<file path="src/rtl/spi_ram_arbiter.sv">
// spi_ram_arbiter: round-robin arbiter sharing one single-port RAM between an SPI command stream and a host port
module spi_ram_arbiter #(
  parameter int ADDR_SIZE = 8,
  parameter int MEM_DEPTH = 256
) (
  input  logic                 clk,
  input  logic                 rst_n,
  input  logic                 rx_valid,
  input  logic [9:0]           rx_data,
  output logic                 tx_valid,
  output logic [7:0]           tx_data,
  input  logic                 host_req,
  input  logic                 host_we,
  input  logic [ADDR_SIZE-1:0] host_addr,
  input  logic [7:0]           host_wdata,
  output logic                 host_gnt,
  output logic                 host_rvalid,
  output logic [7:0]           host_rdata,
  output logic                 ram_en,
  output logic                 ram_we,
  output logic [ADDR_SIZE-1:0] ram_addr,
  output logic [7:0]           ram_wdata,
  input  logic [7:0]           ram_rdata,
  output logic                 spi_ovf
);
  typedef enum logic [1:0] {IDLE, SPI_ACC, HOST_ACC, RD_WAIT} state_t;
  state_t state, state_nx;
  logic                 pend_v;
  logic [1:0]           pend_cmd;
  logic [7:0]           pend_data;
  logic [ADDR_SIZE-1:0] wr_addr, rd_addr;
  logic                 rr_host, rd_host;
  logic                 spi_req, addr_cmd, retire;
  assign spi_req  = pend_v && pend_cmd[0];
  assign addr_cmd = pend_v && !pend_cmd[0] && state == IDLE;
  assign retire   = addr_cmd || state == SPI_ACC;
  // Next state and RAM/grant outputs; SPI wins a conflict unless the pointer favours the host
  always_comb begin
    state_nx  = state;
    ram_en    = 1'b0;
    ram_we    = 1'b0;
    ram_addr  = '0;
    ram_wdata = '0;
    host_gnt  = 1'b0;
    case (state)
      IDLE: begin
        if (spi_req && (!host_req || !rr_host)) state_nx = SPI_ACC;
        else if (host_req) state_nx = HOST_ACC;
      end
      SPI_ACC: begin
        ram_en    = 1'b1;
        ram_we    = !pend_cmd[1];
        ram_addr  = pend_cmd[1] ? rd_addr : wr_addr;
        ram_wdata = pend_data;
        state_nx  = pend_cmd[1] ? RD_WAIT : IDLE;
      end
      HOST_ACC: begin
        ram_en    = 1'b1;
        host_gnt  = 1'b1;
        ram_we    = host_we;
        ram_addr  = host_addr;
        ram_wdata = host_wdata;
        state_nx  = host_we ? IDLE : RD_WAIT;
      end
      RD_WAIT: state_nx = IDLE;
      default: state_nx = IDLE;
    endcase
  end
  // State, pending SPI frame, address pointers, arbitration pointer and read-return registers
  always_ff @(posedge clk) begin
    if (!rst_n) begin
      state       <= IDLE;
      pend_v      <= 1'b0;
      pend_cmd    <= '0;
      pend_data   <= '0;
      wr_addr     <= '0;
      rd_addr     <= '0;
      rr_host     <= 1'b0;
      rd_host     <= 1'b0;
      spi_ovf     <= 1'b0;
      tx_valid    <= 1'b0;
      tx_data     <= '0;
      host_rvalid <= 1'b0;
      host_rdata  <= '0;
    end else begin
      state       <= state_nx;
      tx_valid    <= 1'b0;
      host_rvalid <= 1'b0;
      if (rx_valid && pend_v && !retire) spi_ovf <= 1'b1;
      if (rx_valid && (!pend_v || retire)) begin
        pend_v    <= 1'b1;
        pend_cmd  <= rx_data[9:8];
        pend_data <= rx_data[7:0];
      end else if (retire) pend_v <= 1'b0;
      if (addr_cmd && pend_cmd[1]) rd_addr <= ADDR_SIZE'(pend_data);
      if (addr_cmd && !pend_cmd[1]) wr_addr <= ADDR_SIZE'(pend_data);
      if (state == SPI_ACC && !pend_cmd[1])
        wr_addr <= (wr_addr == ADDR_SIZE'(MEM_DEPTH - 1)) ? '0 : wr_addr + 1'b1;
      if (state == IDLE && state_nx == SPI_ACC) rr_host <= 1'b1;
      if (state == IDLE && state_nx == HOST_ACC) rr_host <= 1'b0;
      if (state == SPI_ACC) rd_host <= 1'b0;
      if (state == HOST_ACC) rd_host <= 1'b1;
      if (state == RD_WAIT && rd_host) begin
        host_rdata  <= ram_rdata;
        host_rvalid <= 1'b1;
      end
      if (state == RD_WAIT && !rd_host) begin
        tx_data  <= ram_rdata;
        tx_valid <= 1'b1;
      end
    end
  end
endmodule
</file>
<file path="config.mk">
export PLATFORM = sky130hd
export DESIGN_NAME = spi_ram_arbiter
export DESIGN_NICKNAME = d
export VERILOG_FILES = /design/src/rtl/spi_ram_arbiter.sv
export SDC_FILE = /design/constraint.sdc
export NUM_CORES = 1
export LEC_CHECK = 0
export ABC_AREA = 1
export CAP_MARGIN = 20
export CORE_UTILIZATION = 50
export CTS_CLUSTER_DIAMETER = 40
export DETAILED_ROUTE_END_ITERATION = 8
export PLACE_DENSITY = 0.85
export SYNTH_ARGS = -nofsm -noshare
export SYNTH_HDL_FRONTEND = slang
export SYNTH_SLANG_ARGS = --single-unit
</file>
<file path="constraint.sdc">
create_clock -name clk -period 3.05 [get_ports clk]
set_input_delay 0.61 -clock clk [delete_from_list [all_inputs] [get_ports clk]]
set_output_delay 0.61 -clock clk [all_outputs]
set_load 0.02 [all_outputs]
</file>
==> impl_metrics.csv, run 1 <==
group,metric,value,unit
clock_network,cts-root-buf,"clkbuf_8",
route,num_vias,2553,
cells_and_area,final_cell_area,3383,sq um
clock_network,numClockSinks,50,
clock_network,cts_tree,"yes",
synth,ys_seq_area_share,40.98,%
route,drtIter0Drc,222,
power,seqPwrFrac,47.8,%
place,placed_area,3239,sq um
synth,ys_types,28,
place,place_inst,490,
setup_path,r2r_setup_slack,1.29,ns
sta,max_slew.worst_pin.slew,0.4123,ns
clock_network,clkTransAtPathRegs,0.10,ns
power,combPwrFrac,20.5,%
synth,postSynthAreaPerCell,6.880,sq um
synth,synth_nets,400,
synth,ys_ff_latch,50,
synth,ys_top_cells_by_count,"nor2_1, nand2_1, dfxtp_1",
synth,yosys.area_share.simple,26.02,%
synth,yosys-mux-area-fraction,0,%
sta,rsz0062_at_grt,"yes",
clock_network,cts_inserted_buffers,5,
synth,synth_top_area_share,40.98,%
synth,ys_top_cells_by_area,"dfxtp_1, nor2_1, nand2_1, o21ai_0, a21oi_1",
setup_path,crit_arrival,2.32,ns
synth,synth-adder-area-share,3.074,%
floorplan,coreArea,4723,sq um
setup_path,critPathKind,"flip-flop to output pin",
floorplan,initial_core_util,51.71,%
flow_run,drv_cap,0,
setup_path,crit_chain,"inv_1 > ha_1 > clkinvlp_4 > a21oi_1 > clkdlybuf4s50_1",
floorplan,dieArea,5168,sq um
synth,async_reset_ff_share,0,%
cells_and_area,antenna_cells,0,
synth,netlist_area,2442,sq um
floorplan,die_width,71.89,um
route,ant_nets,0,
floorplan,dieHeight,71.89,um
sta,hold_ws,0.4606,ns
setup_path,worstPathRequired,2.44,ns
sta,hold_viol,0,
clock_network,cts_hold_buf,0,
setup_path,max_stage_delay,0.64,ns
synth,synth_top_area_cell,"dfxtp_1",
synth,synth_most_common_cell,"nor2_1",
route,wire_per_inst,13.47,um
synth,synth-compound-area-share,20.44,%
sta,period_minus_slack,2.931,ns
global_routing,grt_pass1_wl,10760,um
setup_path,critPathSlowestCell,"clkdlybuf4s50_1",
global_routing,grt_pass1_vias,2431,
setup_path,critPathBufInv,3,
route,routed_wl,6706,um
global_routing,grt_usage,26.78,%
cells_and_area,fin_cells,498,
setup_path,end_kind,"output pin",
cells_and_area,nNetsFinal,475,
global_routing,grt_max_degree,46,
route,drc,0,
power,powerDensity,448.7,nW/um^2
hold_path,min_path_type,"flip-flop to flip-flop",
power,intPower,1.071,mW
setup_path,crit_path_start_kind,"flip-flop",
sta,period_share,96.10,%
sta,slew-limit-headroom,72.51,%
power,switchingPower,0.4469,mW
clock_network,worstSkewPairLatency,0.31,ns
sta,finalSetupViolCount,0,
cells_and_area,layout-drive-gt1-share,7.657,%
synth,postSynthCellCount,355,
clock_network,h-tree-depth,2,
synth,synthFlopType,"dfxtp_1",
place,dp_hpwl,4865,um
floorplan,io_pins,77,
power,total_power,1.518,mW
place,place_congestion,0.9137,
global_routing,overflow,0,
power,power_frac_clock,31.6,%
status,status,"finished clean",
clock_network,clock_path_buffers,2,
power,leakage,1.475,nW
synth,yosysWarnings,0,
place,io_buffer_count,76,
cells_and_area,layout-area-overhead-vs-synth,38.52,%
synth,synth_edf_count,0,
sta,skew,0.008500,ns
setup_path,critPathTopFamily,"buffers and inverters",
power,swShare,29.44,%
synth,synth_top_family_by_area,"simple AND/OR/NAND/NOR gates",
sta,max_freq,341.2,MHz
power,ir_worst_vdd,0.4757,mV
setup_path,cp_max_fo,9,
route,avgViaCountPerCell,5.127,
synth,synth_xor_area_share,0.3586,%
sta,maxSlewViolCount,0,
route,drt_pass1_iterations,4,
global_routing,antenna_found_initial,0,
floorplan,num_rows,25,
-- state kept, by name (all words and copies together) (netlist names) --
| name | flops |
|---|---|
| rd_host | 1 |
| tx_data | 8 |
| spi_ovf | 1 |
| pend_data | 8 |
| wr_addr | 8 |
| state | 2 |
| pend_v | 1 |
| pend_cmd | 2 |
| tx_valid | 1 |
| host_rdata | 8 |
| rd_addr | 8 |
| rr_host | 1 |
| host_rvalid | 1 |
-- stage by stage --
stage / setup TNS (ns) / worst slack [ns] / utilization (%)
global route: -0.04913 / -0.04913 / 71.63
finish: 0 / 0.1188 / 71.63
global placement: 0 / 0.3102 / 68.58
CTS: 0 / 0.05952 / 71.02
detailed placement: 0 / 0.2394 / 68.58
floorplan: 0 / 0.7065 / -
-- final cells by class --
| type | instances | area [sq um] |
|---|---|---|
| fill | 412 | 1340 |
| multi-input combinational | 254 | 1231 |
| sequential | 50 | 1001 |
| timing repair buffer | 79 | 798.3 |
| inverter | 40 | 156.4 |
| tap | 67 | 83.83 |
| clock buffer | 5 | 68.82 |
| clock inverter | 3 | 43.79 |
-- metal layers --
metal  share of wire [%]  vias to the layer above  GRT usage (%)
met5                   0                        -              0
li1                    -                     1285              -
met1                  42                     1174          30.65
met3                 8.1                        6          9.722
met4                 1.0                        0          10.68
met2                  49                       88          45.60
-- worst paths after layout --
path | cells after the start | start | end
worst max-delay path | 5 | state[0] | ram_wdata[4]
worst min-delay path | 2 | rd_addr[0] | rd_addr[0]
worst max register to register | 8 | state[1] | pend_data[6]
worst min register to register | 2 | rd_addr[0] | rd_addr[0]
-- power by group through the flow --
| stage | combinational, mW | clock (mW) | sequential, mW |
|---|---|---|---|
| finish | 0.312 | 0.480 | 0.726 |
| global route | 0.345 | 0.507 | 0.731 |
| CTS | 0.308 | 0.481 | 0.725 |
| detailed placement | 0.305 | 0 | 0.740 |
| global placement | 0.300 | 0 | 0.738 |
| floorplan | 0.181 | 0 | 0.734 |
-- cell families after synthesis --
logic type | after synthesis
xor+xnor | 1
fa+ha+maj | 6
buf+inv | 51
compound gates | 93
simple gates | 154
flops | 50
-- tightest hold or removal path, stage by stage (launching register included) --
cell and delay (ns):
dfxtp_1 0.31, inv_1 0.06, a21oi_1 0.05
-- cells in the final DEF (no fill, tap or decap) --
cell type | netlist | layout
nand2_2 | 3 | 3
o221ai_1 | 2 | 2
dlymetal6s2s_1 | 0 | 6
clkbuf_8 | 0 | 5
inv_2 | 5 | 5
ha_4 | 0 | 1
buf_4 | 0 | 3
bufinv_16 | 0 | 1
nand3_1 | 8 | 8
clkinvlp_4 | 0 | 1
o21ai_2 | 2 | 2
dfxtp_1 | 50 | 50
or2_2 | 1 | 1
a21oi_1 | 31 | 31
o21ai_1 | 18 | 18
clkinv_2 | 0 | 1
nand4_2 | 1 | 1
clkdlybuf4s50_1 | 0 | 70
inv_4 | 1 | 1
clkinv_1 | 2 | 1
a21oi_2 | 3 | 3
ha_1 | 6 | 5
xor2_1 | 1 | 1
nand2_1 | 65 | 65
inv_6 | 0 | 1
nand3_2 | 1 | 1
o21ai_0 | 34 | 34
nand2_4 | 2 | 2
nor2_4 | 1 | 1
o211ai_1 | 2 | 2
o21a_1 | 1 | 1
inv_1 | 32 | 32
nor2_1 | 72 | 72
-- repair_timing --
action	in CTS	in global routing
resized for setup	1	8
pin swaps	0	0
setup endpoints to repair	3	9
buffers inserted	0	0
(Power assumes the default switching activity.)
==> run 2: changes to the inputs <==
CORE_ASPECT_RATIO = 0.5   (was unset)
CTS_BUF_LIST = sky130_fd_sc_hd__clkbuf_4 sky130_fd_sc_hd__clkbuf_8   (was unset)
==> run 2 against run 1 <==
Compared with the run above:
- register-to-register slack worse by 0.15 ns
- clock power hardly changed
- cell count stayed put
- maximum frequency is 0.78% higher
- non-clock buffer count is 2 higher
- worst hold slack better by 0.0032 ns
- critical endpoint is now ram_addr[6]
==> impl_metrics.csv, run 2 (same netlist as run 1, synthesis figures left out) <==
group,metric,value,unit
cells_and_area,final_core_util,74.02,%
route,wl_met1,2770,um
clock_network,cts_inserted_buffers,5,
place,place_congestion,0.9265,
floorplan,coreArea,4552,sq um
route,wire_per_inst,13.24,um
global_routing,grt_usage,27.52,%
cells_and_area,final_cell_mix,"clkdlybuf4s50_1, nor2_1, nand2_1, dfxtp_1, o21ai_0",
route,ant_nets,0,
floorplan,dieHeight,51.42,um
cells_and_area,final_cell_area,3369,sq um
setup_path,crit_path_start_kind,"flip-flop",
setup_path,worstPathRequired,2.44,ns
power,powerDensity,451.4,nW/um^2
floorplan,initial_core_util,53.66,%
global_routing,grt_pass1_vias,2481,
setup_path,reg2regPathDepth,9,
route,routed_wl,6596,um
setup_path,critPathTopFamily,"buffers and inverters",
floorplan,die_width,100.8,um
place,dp_hpwl,4885,um
hold_path,hold_start,"rd_addr[5]",
setup_path,crit_arrival,2.30,ns
floorplan,num_rows,17,
power,ir_worst_vdd,0.2542,mV
setup_path,critPathBufInv,3,
global_routing,antenna_found_initial,0,
setup_path,critPathKind,"flip-flop to output pin",
route,num_vias,2555,
global_routing,grt_pass1_wl,10960,um
place,placed_area,3246,sq um
setup_path,r2r-end,"pend_data[5]",
sta,period_minus_slack,2.908,ns
setup_path,cp_max_fo,7,
route,dr_wl_met3,575,um
clock_network,cts_tree,"yes",
status,status,"finished clean",
clock_network,cts-root-buf,"clkbuf_8",
cells_and_area,layout_commonest_cell,"clkdlybuf4s50_1",
sta,max_freq,343.8,MHz
setup_path,worstReg2RegStart,"state[1]",
place,io_buffer_count,76,
sta,hold_viol,0,
global_routing,overflow,0,
floorplan,dieArea,5185,sq um
cells_and_area,layout-area-overhead-vs-synth,37.96,%
power,total_power,1.521,mW
setup_path,r2r_setup_slack,1.14,ns
clock_network,clock_path_buffers,2,
sta,max_slew.worst_pin.slew,0.4765,ns
flow_run,drv_cap,0,
sta,skew,0.004839,ns
sta,maxSlewViolCount,0,
setup_path,critPathSlowestCell,"clkdlybuf4s50_1",
cells_and_area,fillCellCount,374,
route,drtIter0Drc,115,
setup_path,max_stage_delay,0.64,ns
clock_network,numClockSinks,50,
cells_and_area,layout-drive-gt1-share,7.639,%
power,leakage,1.374,nW
floorplan,io_pins,77,
hold_path,hold_path_depth,2,
route,highest_layer,"met4",
route,drc,0,
clock_network,clkTransAtPathRegs,0.09,ns
route,avgViaCountPerCell,5.131,
cells_and_area,antenna_cells,0,
sta,slew-limit-headroom,68.13,%
setup_path,crit_chain,"inv_1 > ha_1 > nand2_4 > inv_2 > nand2_1 > o21ai_0 > clkdlybuf4s50_1",
sta,tns,0,ns
setup_path,end_kind,"output pin",
sta,finalSetupViolCount,0,
clock_network,h-tree-depth,2,
global_routing,grt_max_degree,31,
sta,period_share,95.36,%
hold_path,min_to,"rd_addr[5]",
sta,hold_ws,0.4638,ns
hold_path,min_path_type,"flip-flop to flip-flop",
sta,rsz0062_at_grt,"no",
clock_network,worstSkewPairLatency,0.30,ns
cells_and_area,nNetsFinal,477,
route,drt_pass1_iterations,5,
route,met2_length,3169,um
run 2: cell count changes in the layout (fill, tap and decap cells not counted), sizes merged:
cell	change
clkdlybuf4s50	+6
clkinv	-1
dlymetal6s2s	-6
clkbuf	+1
buf	+2
inv	-1
run 2: repair_timing:
action                     in CTS  in global routing
setup buffers                   0                  1
gates resized for setup         0                  1
setup endpoints to repair       0                  6
hold buffers                    0                  0
run 2: layer usage:
| layer | up-vias | GRT usage, % |
|---|---|---|
| li1 | 1290 | - |
| met1 | 1160 | 32.32 |
| met2 | 94 | 48.63 |
| met3 | 11 | 8.208 |
| met4 | 0 | 9.179 |
| met5 | - | 0 |
run 2: stage by stage:
step | std cells | setup WS (ns)
after floorplan | 355 | 0.7065
after global placement | 490 | 0.5003
after detailed placement | 490 | 0.4428
after CTS | 497 | 0.1415
after global routing | 498 | 0.006312
final | 498 | 0.1415
run 2: cell type report:
class	instances	area (sq um)	share of cell area, %
clock buffer	6	82.58	2.451
sequential	50	1001	29.71
clock inverter	1	30.03	0.8912
inverter	40	156.4	4.642
tap	66	82.58	2.451
timing repair buffer	81	798.3	23.69
multi-input combinational	254	1219	36.17
run 2: power by group:
| part | internal [mW] | total, mW | switching (mW) |
|---|---|---|---|
| clock | 0.263 | 0.481 | 0.218 |
| combinational | 0.138 | 0.312 | 0.173 |
| sequential | 0.689 | 0.729 | 0.0398 |
run 2: how the worst max path moves through the flow:
stage / slack (ns) / end / depth (start not counted) / startpoint
2_1_floorplan: 0.71 / ram_addr[3] / 5 / state[1]
3_3_place_gp: 0.50 / ram_addr[7] / 6 / host_addr[7]
3_5_place_dp: 0.44 / ram_addr[6] / 6 / host_addr[6]
4_1_cts: 0.14 / ram_addr[6] / 7 / state[1]
5_1_grt: 0.006 / ram_wdata[6] / 5 / state[1]
6_report: 0.14 / ram_addr[6] / 7 / state[1]
run 2: worst min-delay path, stage by stage, from the launching register on:
cell     delay (ns)
dfxtp_1        0.31
inv_1          0.06
a21oi_1        0.06
